--- src/rtl/game_pkg.sv ---
// Shared types and widths for the level sequencer slice.
package game_pkg;

  localparam int LEVEL_W = 4;
  localparam int LIVES_W = 3;
  localparam int SPEED_W = 8;

  typedef enum logic [2:0] {
    IDLE,
    LOAD,
    PLAY,
    DYING,
    LEVEL_UP,
    GAME_OVER,
    VICTORY
  } state_t;

endpackage

--- src/rtl/frame_counter.sv ---
// Counts VGA frame strobes up to a terminal count and raises done there.
// Used for the death/level-up pause and for the optional per-level timer.
module frame_counter #(
  parameter int W = 8
) (
  input  logic         clk,
  input  logic         resetN,
  input  logic         clear,
  input  logic         enable,
  input  logic         startOfFrame,
  input  logic [W-1:0] terminal,
  output logic         done
);

  logic [W-1:0] count_reg;

  assign done = (count_reg == terminal);

  // Count enabled frames, saturating at terminal; clear wins over a same-cycle strobe
  always_ff @(posedge clk or negedge resetN) begin
    if (!resetN) begin
      count_reg <= '0;
    end else if (clear) begin
      count_reg <= '0;
    end else if (enable && startOfFrame && !done) begin
      count_reg <= count_reg + W'(1);
    end
  end

endmodule

--- src/rtl/level_sequencer.sv ---
// Game-level sequencer: lives, level, pauses, frog re-spawn and scroll speed.
// Optional per-level time budget is compiled in with `define LEVEL_TIMER_EN.
module level_sequencer
  import game_pkg::*;
#(
  parameter int LIVES_INIT   = 3,
  parameter int MAX_LEVEL    = 7,
  parameter int PAUSE_FRAMES = 60,
  parameter int BASE_SPEED   = 16,
  parameter int SPEED_STEP   = 8,
  parameter int TIME_FRAMES  = 1800
) (
  input  logic               clk,
  input  logic               resetN,
  input  logic               startOfFrame,
  input  logic               start_key,
  input  logic               win,
  input  logic               lose,
  output logic [LEVEL_W-1:0] level,
  output logic [LIVES_W-1:0] lives,
  output logic [SPEED_W-1:0] speed,
  output logic               freeze,
  output logic               frog_reset,
  output logic               game_over,
  output logic               victory
`ifdef LEVEL_TIMER_EN
  ,
  output logic [10:0]        time_left
`endif
);

  // Reject parameter values the counters cannot represent
  if (LIVES_INIT < 1 || LIVES_INIT > 7) begin : g_bad_lives
    $error("LIVES_INIT must be 1..7");
  end
  if (MAX_LEVEL < 1 || MAX_LEVEL > 15) begin : g_bad_level
    $error("MAX_LEVEL must be 1..15");
  end
  if (PAUSE_FRAMES < 1 || PAUSE_FRAMES > 255) begin : g_bad_pause
    $error("PAUSE_FRAMES must be 1..255");
  end
  if (TIME_FRAMES < 1 || TIME_FRAMES > 2047) begin : g_bad_time
    $error("TIME_FRAMES must be 1..2047");
  end

  state_t             state_reg, state_next;
  logic [LEVEL_W-1:0] level_reg, level_next;
  logic [LIVES_W-1:0] lives_reg, lives_next;
  logic [SPEED_W-1:0] speed_reg;
  logic               freeze_reg, frog_reset_reg, game_over_reg, victory_reg;
  logic               start_d_reg;
  logic               start_edge;
  logic               pause_done;
  logic               lose_event;
  logic [8:0]         speed_wide;

  assign start_edge = start_key & ~start_d_reg;

  frame_counter #(.W(8)) u_pause_counter (
    .clk         (clk),
    .resetN      (resetN),
    .clear       (state_reg == LOAD),
    .enable      ((state_reg == DYING) || (state_reg == LEVEL_UP)),
    .startOfFrame(startOfFrame),
    .terminal    (8'(PAUSE_FRAMES)),
    .done        (pause_done)
  );

`ifdef LEVEL_TIMER_EN
  logic        timer_done;
  logic [10:0] time_left_reg;

  frame_counter #(.W(11)) u_level_timer (
    .clk         (clk),
    .resetN      (resetN),
    .clear       (state_reg == LOAD),
    .enable      (state_reg == PLAY),
    .startOfFrame(startOfFrame),
    .terminal    (11'(TIME_FRAMES)),
    .done        (timer_done)
  );

  // Visible countdown that tracks the level timer: reload on LOAD, tick down only in PLAY
  always_ff @(posedge clk or negedge resetN) begin
    if (!resetN) begin
      time_left_reg <= 11'(TIME_FRAMES);
    end else if (state_reg == LOAD) begin
      time_left_reg <= 11'(TIME_FRAMES);
    end else if (state_reg == PLAY && startOfFrame && time_left_reg != 11'd0) begin
      time_left_reg <= time_left_reg - 11'd1;
    end
  end

  assign time_left  = time_left_reg;
  assign lose_event = lose | timer_done;
`else
  assign lose_event = lose;
`endif

  // Level 1 runs at BASE_SPEED; each level adds SPEED_STEP, clipped at full scale
  assign speed_wide = 9'(BASE_SPEED) + 9'(SPEED_STEP) * 9'(level_reg - LEVEL_W'(1));

  // State register
  always_ff @(posedge clk or negedge resetN) begin
    if (!resetN) begin
      state_reg <= IDLE;
    end else begin
      state_reg <= state_next;
    end
  end

  // Next state plus level/lives updates; a loss always outranks a win
  always_comb begin
    state_next = state_reg;
    level_next = level_reg;
    lives_next = lives_reg;
    case (state_reg)
      IDLE, GAME_OVER, VICTORY: begin
        if (start_edge) begin
          state_next = LOAD;
          level_next = LEVEL_W'(1);
          lives_next = LIVES_W'(LIVES_INIT);
        end
      end
      LOAD: state_next = PLAY;
      PLAY: begin
        if (lose_event) begin
          if (lives_reg > LIVES_W'(1)) begin
            lives_next = lives_reg - LIVES_W'(1);
            state_next = DYING;
          end else begin
            lives_next = '0;
            state_next = GAME_OVER;
          end
        end else if (win) begin
          if (level_reg < LEVEL_W'(MAX_LEVEL)) begin
            level_next = level_reg + LEVEL_W'(1);
            state_next = LEVEL_UP;
          end else begin
            state_next = VICTORY;
          end
        end
      end
      DYING, LEVEL_UP: begin
        if (pause_done) state_next = LOAD;
      end
      default: state_next = IDLE;
    endcase
  end

  // Registered datapath and outputs; flags follow the state being entered
  always_ff @(posedge clk or negedge resetN) begin
    if (!resetN) begin
      level_reg      <= LEVEL_W'(1);
      lives_reg      <= LIVES_W'(LIVES_INIT);
      speed_reg      <= SPEED_W'(BASE_SPEED);
      freeze_reg     <= 1'b1;
      frog_reset_reg <= 1'b0;
      game_over_reg  <= 1'b0;
      victory_reg    <= 1'b0;
      start_d_reg    <= 1'b0;
    end else begin
      level_reg      <= level_next;
      lives_reg      <= lives_next;
      speed_reg      <= speed_wide[8] ? {SPEED_W{1'b1}} : speed_wide[SPEED_W-1:0];
      freeze_reg     <= (state_next != PLAY);
      frog_reset_reg <= (state_reg == LOAD);
      game_over_reg  <= (state_next == GAME_OVER);
      victory_reg    <= (state_next == VICTORY);
      start_d_reg    <= start_key;
    end
  end

  assign level      = level_reg;
  assign lives      = lives_reg;
  assign speed      = speed_reg;
  assign freeze     = freeze_reg;
  assign frog_reset = frog_reset_reg;
  assign game_over  = game_over_reg;
  assign victory    = victory_reg;

endmodule

--- config.mk ---
export PLATFORM = sky130hd
export DESIGN_NAME = level_sequencer
export DESIGN_NICKNAME = d
export VERILOG_FILES = /design/src/rtl/game_pkg.sv /design/src/rtl/frame_counter.sv /design/src/rtl/level_sequencer.sv
export SDC_FILE = /design/constraint.sdc
export NUM_CORES = 1
export LEC_CHECK = 0
export ABC_AREA = 1
export BUFFER_PORTS_ARGS = -buffer_cell sky130_fd_sc_hd__buf_2
export CAP_MARGIN = 20
export CORE_MARGIN = 2
export CORE_UTILIZATION = 40
export CTS_CLUSTER_DIAMETER = 50
export DETAILED_ROUTE_END_ITERATION = 6
export GPL_TIMING_DRIVEN = 0
export HOLD_SLACK_MARGIN = 0.15
export PLACE_DENSITY = 0.63
export SETUP_SLACK_MARGIN = 0.15
export SLEW_MARGIN = 20
export SYNTH_ARGS = -nofsm -noshare
export SYNTH_HDL_FRONTEND = slang
export SYNTH_SLANG_ARGS = --single-unit
--- constraint.sdc ---
create_clock -name clk -period 2.2 [get_ports clk]
set_input_delay 0 -clock clk [delete_from_list [all_inputs] [get_ports clk]]
set_output_delay 0 -clock clk [all_outputs]
set_load 0.01 [all_outputs]
==> results.tsv, run 1 <==
metric	value	unit
synth_top_area_cell	dfrtp_1	
worstSkewPairLatency	0.28	ns
preCtsSetupSlack	0.447	ns
finalCritPeriodShare	79.7	%
slew_viol_final	0	
cpPeakStageDelay	0.60	ns
layout_common_cells	61 x nand2_1, 26 x inv_1, 26 x nand3_1, 25 x buf_2, 24 x dfrtp_1	
syn_area	0.00166	mm²
die_x	68.5	µm
leakage	1.10	nW
swShare	45.9	%
tightest_slew	0.648	ns
seq_area	732	µm²
hold_class	in -> reg	
max_slew_margin	56.8	%
hpwlAfterDp	2410	µm
synth-seq-cells	29	
die_h	68.5	µm
cap_violations	0	
yosys.area.top_type_share	36.1	%
p_int	1.38	mW
yosysUniqueCellTypes	22	
slowest_stage	dfstp_2	
rsz0062_at_grt	no	
start_util	41.5	%
min_period	1.75	ns
seqPwrFrac	33.5	%
cts-root-buf	clkbuf_8	
syn-mean-instance-area	7.76	µm²
viasPerCell	4.78	
cts_resized	0	
clk_pin_slew	0.07	ns
io_pins	25	
grt_pass1_vias	1330	
p_clk_share	16.8	%
first_iter_violations	87	
powerDensity	1300	mW/mm²
yosysSeqAreaShare	44.1	%
layout_commonest_cell	nand2_1	
die-area	0.00469	mm²
htree_levels	2	
crit_family	flip-flops	
io_buffers	24	
wirelength	3250	µm
critPathKind	reg -> reg	
stdcell_count	300	
drc	0	
synthCells	214	
clock_sink_count	29	
combPwrFrac	49.7	%
coreArea	0.00400	mm²
clk_path_buf_depth	2	
max_freq	571	MHz
setup_tns	0	ns
cts_tree	yes	
post-place-cells	288	
multiInputGateArea	790	µm²
post_cts_buffers	0	
switching_power	1.17	mW
synthTopCellsByArea	dfrtp_1 36%, nand2_1 14%, dfstp_2 7.9%	
hold_viol_final	0	
grt.overflow.total	0	
syn2layout_area_growth	18.4	%
crit_path_end_kind	flop	
clock_skew	0.00686	ns
gp_congestion	0.828	
total_power	2.55	mW
numCtsBuffers	5	
largest_reg_flops	8	
cp_num_buf_inv	1	
yosysWarnings	0	
cp_cell_sequence	inv_1 -> ha_1 -> xor2_1 -> ha_1 -> nand2_1 -> nand2_1 -> nand3_1	
wl_per_cell	10.8	µm
num_vias	1433	
rows	23	
antenna_left	0	
grt_max_degree	30	
grt_pass1_wl	5710	µm
syn_nets	227	
diodes	0	
start_kind	flop	
drt_first_pass_iters	4	
arrival	1.91	ns
peakVddDrop	0.000681	V
setup_viol_count_final	0	
globalRouteTotalUtil	16.2	%
critical_path_peak_fanout	8	
required	2.36	ns
fin_nets	262	
fin_ws	0.447	ns
drive_gt1_share	21.2	%
fill_cells	405	
outcome	completed	
antenna_found_initial	0	
==> synth_stat cells (all sizes together) <==
| cell | count |
|---|---|
| o21bai | 2 |
| nand3 | 29 |
| a21oi | 4 |
| o21ai | 9 |
| xor2 | 8 |
| inv | 32 |
| buf | 3 |
| nand2 | 62 |
| nor3b | 1 |
| ha | 7 |
| xnor2 | 1 |
| dfrtp | 24 |
| nor2 | 17 |
| dfstp | 5 |
| nand4 | 10 |
==> tightest hold or removal path, cell delays in order <==
cell	delay [ns]
buf_2	0.08
nand3_1	0.08
nand2_1	0.16
o21ai_0	0.10
==> power groups by stage <==
| stage | logic (mW) | clock network, mW | registers (mW) |
|---|---|---|---|
| after floorplan | 0.889 | 0 | 0.899 |
| after global placement | 1.27 | 0 | 0.860 |
| after detailed placement | 1.28 | 0 | 0.864 |
| after CTS | 1.29 | 0.441 | 0.856 |
| after global routing | 1.49 | 0.465 | 0.882 |
| final | 1.27 | 0.427 | 0.854 |
==> final cells by class <==
class                           instances  area share, %
Inverter                               32           6.11
Tap cell                               50           3.18
Sequential cell                        29           37.2
Multi-Input combinational cell        150           40.1
Clock buffer                            6           3.69
Timing Repair Buffer                   28           8.14
Clock inverter                          2          0.509
Buffer                                  3           1.02
==> metal layers <==
metal	vias up	wire [µm]	track usage, %
li1	754	-	-
met1	651	1510	19.8
met2	24	1570	27.9
met3	4	121	3.95
met4	0	40	5.25
met5	-	0	0
==> cells by family after synthesis <==
group           Yosys count  share of synthesized area, %
compound gates           15                          5.50
xor+xnor                  9                          4.74
fa+ha+maj                 7                          5.27
buf+inv                  35                          8.43
flops                    29                          44.1
simple gates            119                          32.0
==> per-stage QoR <==
| step | area, µm² | hold slack [ns] | util [%] |
|---|---|---|---|
| 2_1_floorplan | 1660 | -0.296 | - |
| 3_3_place_gp | 1840 | 0.0561 | 46.1 |
| 3_5_place_dp | 1840 | 0.0639 | 46.1 |
| 4_1_cts | 1970 | 0.185 | 49.2 |
| 5_1_grt | 1970 | 0.225 | 49.2 |
| 6_report | 1970 | 0.180 | 49.2 |
==> path summary, 6_finish.rpt <==
path	slack [ns]	endpoint	from	depth (start not counted)
max	0.45	speed[7]	level[0]	7
min reg2reg	0.51	speed[3]	level[0]	1
min	0.18	u_pause_counter.count_reg[0]	startOfFrame	4
max in group asynchronous	1.50	speed[5]	resetN	2
max reg2reg	0.45	speed[7]	level[0]	7
min in group asynchronous	0.27	u_pause_counter.count_reg[3]	resetN	2
==> what timing repair did <==
item,4_1_cts,5_1_grt
hold buffers,4,0
hold endpoints to repair,35,0
setup endpoints to repair,0,0
(Power assumes the default switching activity.)
==> run 2: changes to the inputs <==
==> constraint.sdc (replaced) <==
create_clock -name clk -period 1.7 [get_ports clk]
set_input_delay 0 -clock clk [delete_from_list [all_inputs] [get_ports clk]]
set_output_delay 0 -clock clk [all_outputs]
set_load 0.01 [all_outputs]
==> results.tsv, run 2 (same netlist as run 1, synthesis figures left out) <==
metric	value	unit	change
die_x	68.5	µm	unchanged
die_h	68.5	µm	unchanged
dpl-instance-area	0.00187	mm²	was 0.00184 mm²
largest_reg_flops	8		unchanged
wl_per_cell	10.5	µm	was 10.8 µm
drc	0		unchanged
clk_pin_slew	0.06	ns	was 0.07 ns
hold_class	in -> reg		unchanged
max_freq	672	MHz	was 571 MHz
fill_cells	391		was 405
start_util	41.5	%	unchanged
slew_viol_final	0		unchanged
die-area	0.00469	mm²	unchanged
cts-root-buf	clkbuf_8		unchanged
drt_first_pass_iters	4		unchanged
first_iter_violations	28		was 87
peakVddDrop	0.000895	V	was 0.000681 V
cts_tree	yes		unchanged
hold_start	startOfFrame		unchanged
io_buffers	24		unchanged
leakage	1.13	nW	was 1.10 nW
clock_sink_count	29		unchanged
grt.overflow.total	0		unchanged
tightest_slew	0.637	ns	was 0.648 ns
arrival	1.66	ns	was 1.91 ns
min_period	1.49	ns	was 1.75 ns
critical_path_peak_fanout	5		was 8
hold_depth	4		unchanged
post-place-cells	288		unchanged
drive_gt1_share	28.3	%	was 21.2%
multiInputGateArea	850	µm²	was 790 µm²
critPathKind	reg -> reg		unchanged
setup_tns	0	ns	unchanged
fin_nets	266		was 262
gp_congestion	0.822		was 0.828
wirelength	3190	µm	was 3250 µm
max_slew_margin	57.5	%	was 56.8%
syn2layout_area_growth	25.8	%	was 18.4%
htree_levels	2		unchanged
setup_viol_count_final	0		unchanged
grt_max_degree	30		unchanged
coreArea	0.00400	mm²	unchanged
diodes	0		unchanged
finalCritPeriodShare	87.6	%	was 79.7%
clock_skew	0.00498	ns	was 0.00686 ns
clk_path_buf_depth	2		unchanged
grt_pass1_wl	5400	µm	was 5710 µm
io_pins	25		unchanged
r2r_start	level[0]		unchanged
powerDensity	1760	mW/mm²	was 1300 mW/mm²
cp_cell_sequence	inv_2 -> ha_4 -> xor2_2 -> ha_2 -> nand2_2 -> nand2_4 -> nand3_2		was inv_1 -> ha_1 -> xor2_1 -> ha_1 -> nand2_1 -> nand2_1 -> nand3_1
crit_path_end_kind	flop		unchanged
antenna_found_initial	0		unchanged
viasPerCell	4.78		about the same
cpPeakStageDelay	0.56	ns	was 0.60 ns
reg2reg_to	speed[7]		unchanged
start_kind	flop		unchanged
hold_viol_final	0		unchanged
antenna_left	0		unchanged
hpwlAfterDp	2290	µm	was 2410 µm
cap_violations	0		unchanged
layout_commonest_cell	nand2_1		unchanged
slowest_stage	dfstp_2		unchanged
stdcell_count	304		was 300
rows	23		unchanged
ff2ff_setup_slack	0.21	ns	was 0.45 ns
design_area	0.00209	mm²	was 0.00197 mm²
rsz0062_at_grt	yes		was no
reg2reg_depth	7		unchanged
num_vias	1452		was 1433
holdPathEnd	u_pause_counter.count_reg[0]		unchanged
required	1.87	ns	was 2.36 ns
numCtsBuffers	5		unchanged
globalRouteTotalUtil	15.6	%	was 16.2%
worstSkewPairLatency	0.28	ns	about the same
layout_common_cells	57 x nand2_1, 25 x buf_2, 24 x inv_1, 24 x dfrtp_1, 23 x nand3_1		was 61 x nand2_1, 26 x inv_1, 26 x nand3_1, 25 x buf_2, 24 x dfrtp_1
grt_pass1_vias	1296		was 1330
outcome	completed		unchanged
seq_area	732	µm²	unchanged
[run 2: cell types whose count changed in the layout (fill, tap and decap cells not counted), moves of 2 or more]
cell	before	now
nor2_1	16	14
nand3_2	3	6
ha_2	0	2
nand2_2	1	4
buf_4	2	6
ha_1	7	4
nor2_2	1	3
inv_1	26	24
clkinv_2	2	0
nand2_1	61	57
nand3_1	26	23
inv_2	6	8
[run 2: per-stage QoR]
step	total power, mW	hold slack [ns]	setup slack (ns)	util (%)
2_1_floorplan	2.37	-0.296	0.157	-
5_1_grt	4.05	0.189	0.113	52.3
4_1_cts	3.63	0.181	0.164	51.3
6_report	3.69	0.158	0.211	52.3
3_5_place_dp	2.80	0.0639	0.0712	46.8
3_3_place_gp	2.79	0.0598	0.0858	46.8
[run 2: how the worst max path moves through the flow]
stage,startpoint,to
finish,level[0],speed[7]
global placement,level[0],speed[7]
detailed placement,level[0],speed[7]
global route,level[0],speed[7]
CTS,level[0],speed[7]
floorplan,level[0],speed[7]
[run 2: layer usage]
layer	up-vias	wire, µm	track usage [%]
met1	660	1470	19.0
met2	27	1520	24.9
met5	-	0	0
met4	0	59	8.25
li1	758	-	-
met3	7	142	4.44
[run 2: layout make-up]
type / count / area share (%)
multi-input cells: 150 / 40.6
flip-flops and latches: 29 / 35.0
repair buffers: 32 / 9.10
inverters: 32 / 5.75
clock buffers: 7 / 4.13
well taps: 50 / 2.99
clock inverters: 1 / 1.44
plain buffers: 3 / 0.958
[run 2: critical path: cells and delay by family (launching register included)]
kind	cells	cell delay (ns)
buffers and inverters	1	0.06
and+or+nand+nor	3	0.22
DFF	1	0.56
adders and majority gates	2	0.37
xor gates and xnor gates	1	0.17
[run 2: timing repair]
action,CTS,global route
hold buffers,4,0
resized for setup,0,11
buffers inserted,3,1
hold endpoints to repair,35,0
pin swaps,1,3
endpoints found under the setup margin,6,18
[run 2: report_power, final]
part           switching, mW  leakage [nW]  internal [mW]
Clock                  0.262        0.0585          0.477
Sequential             0.147         0.364          0.934
Combinational           1.16         0.711          0.701
Total                   1.57          1.13           2.11
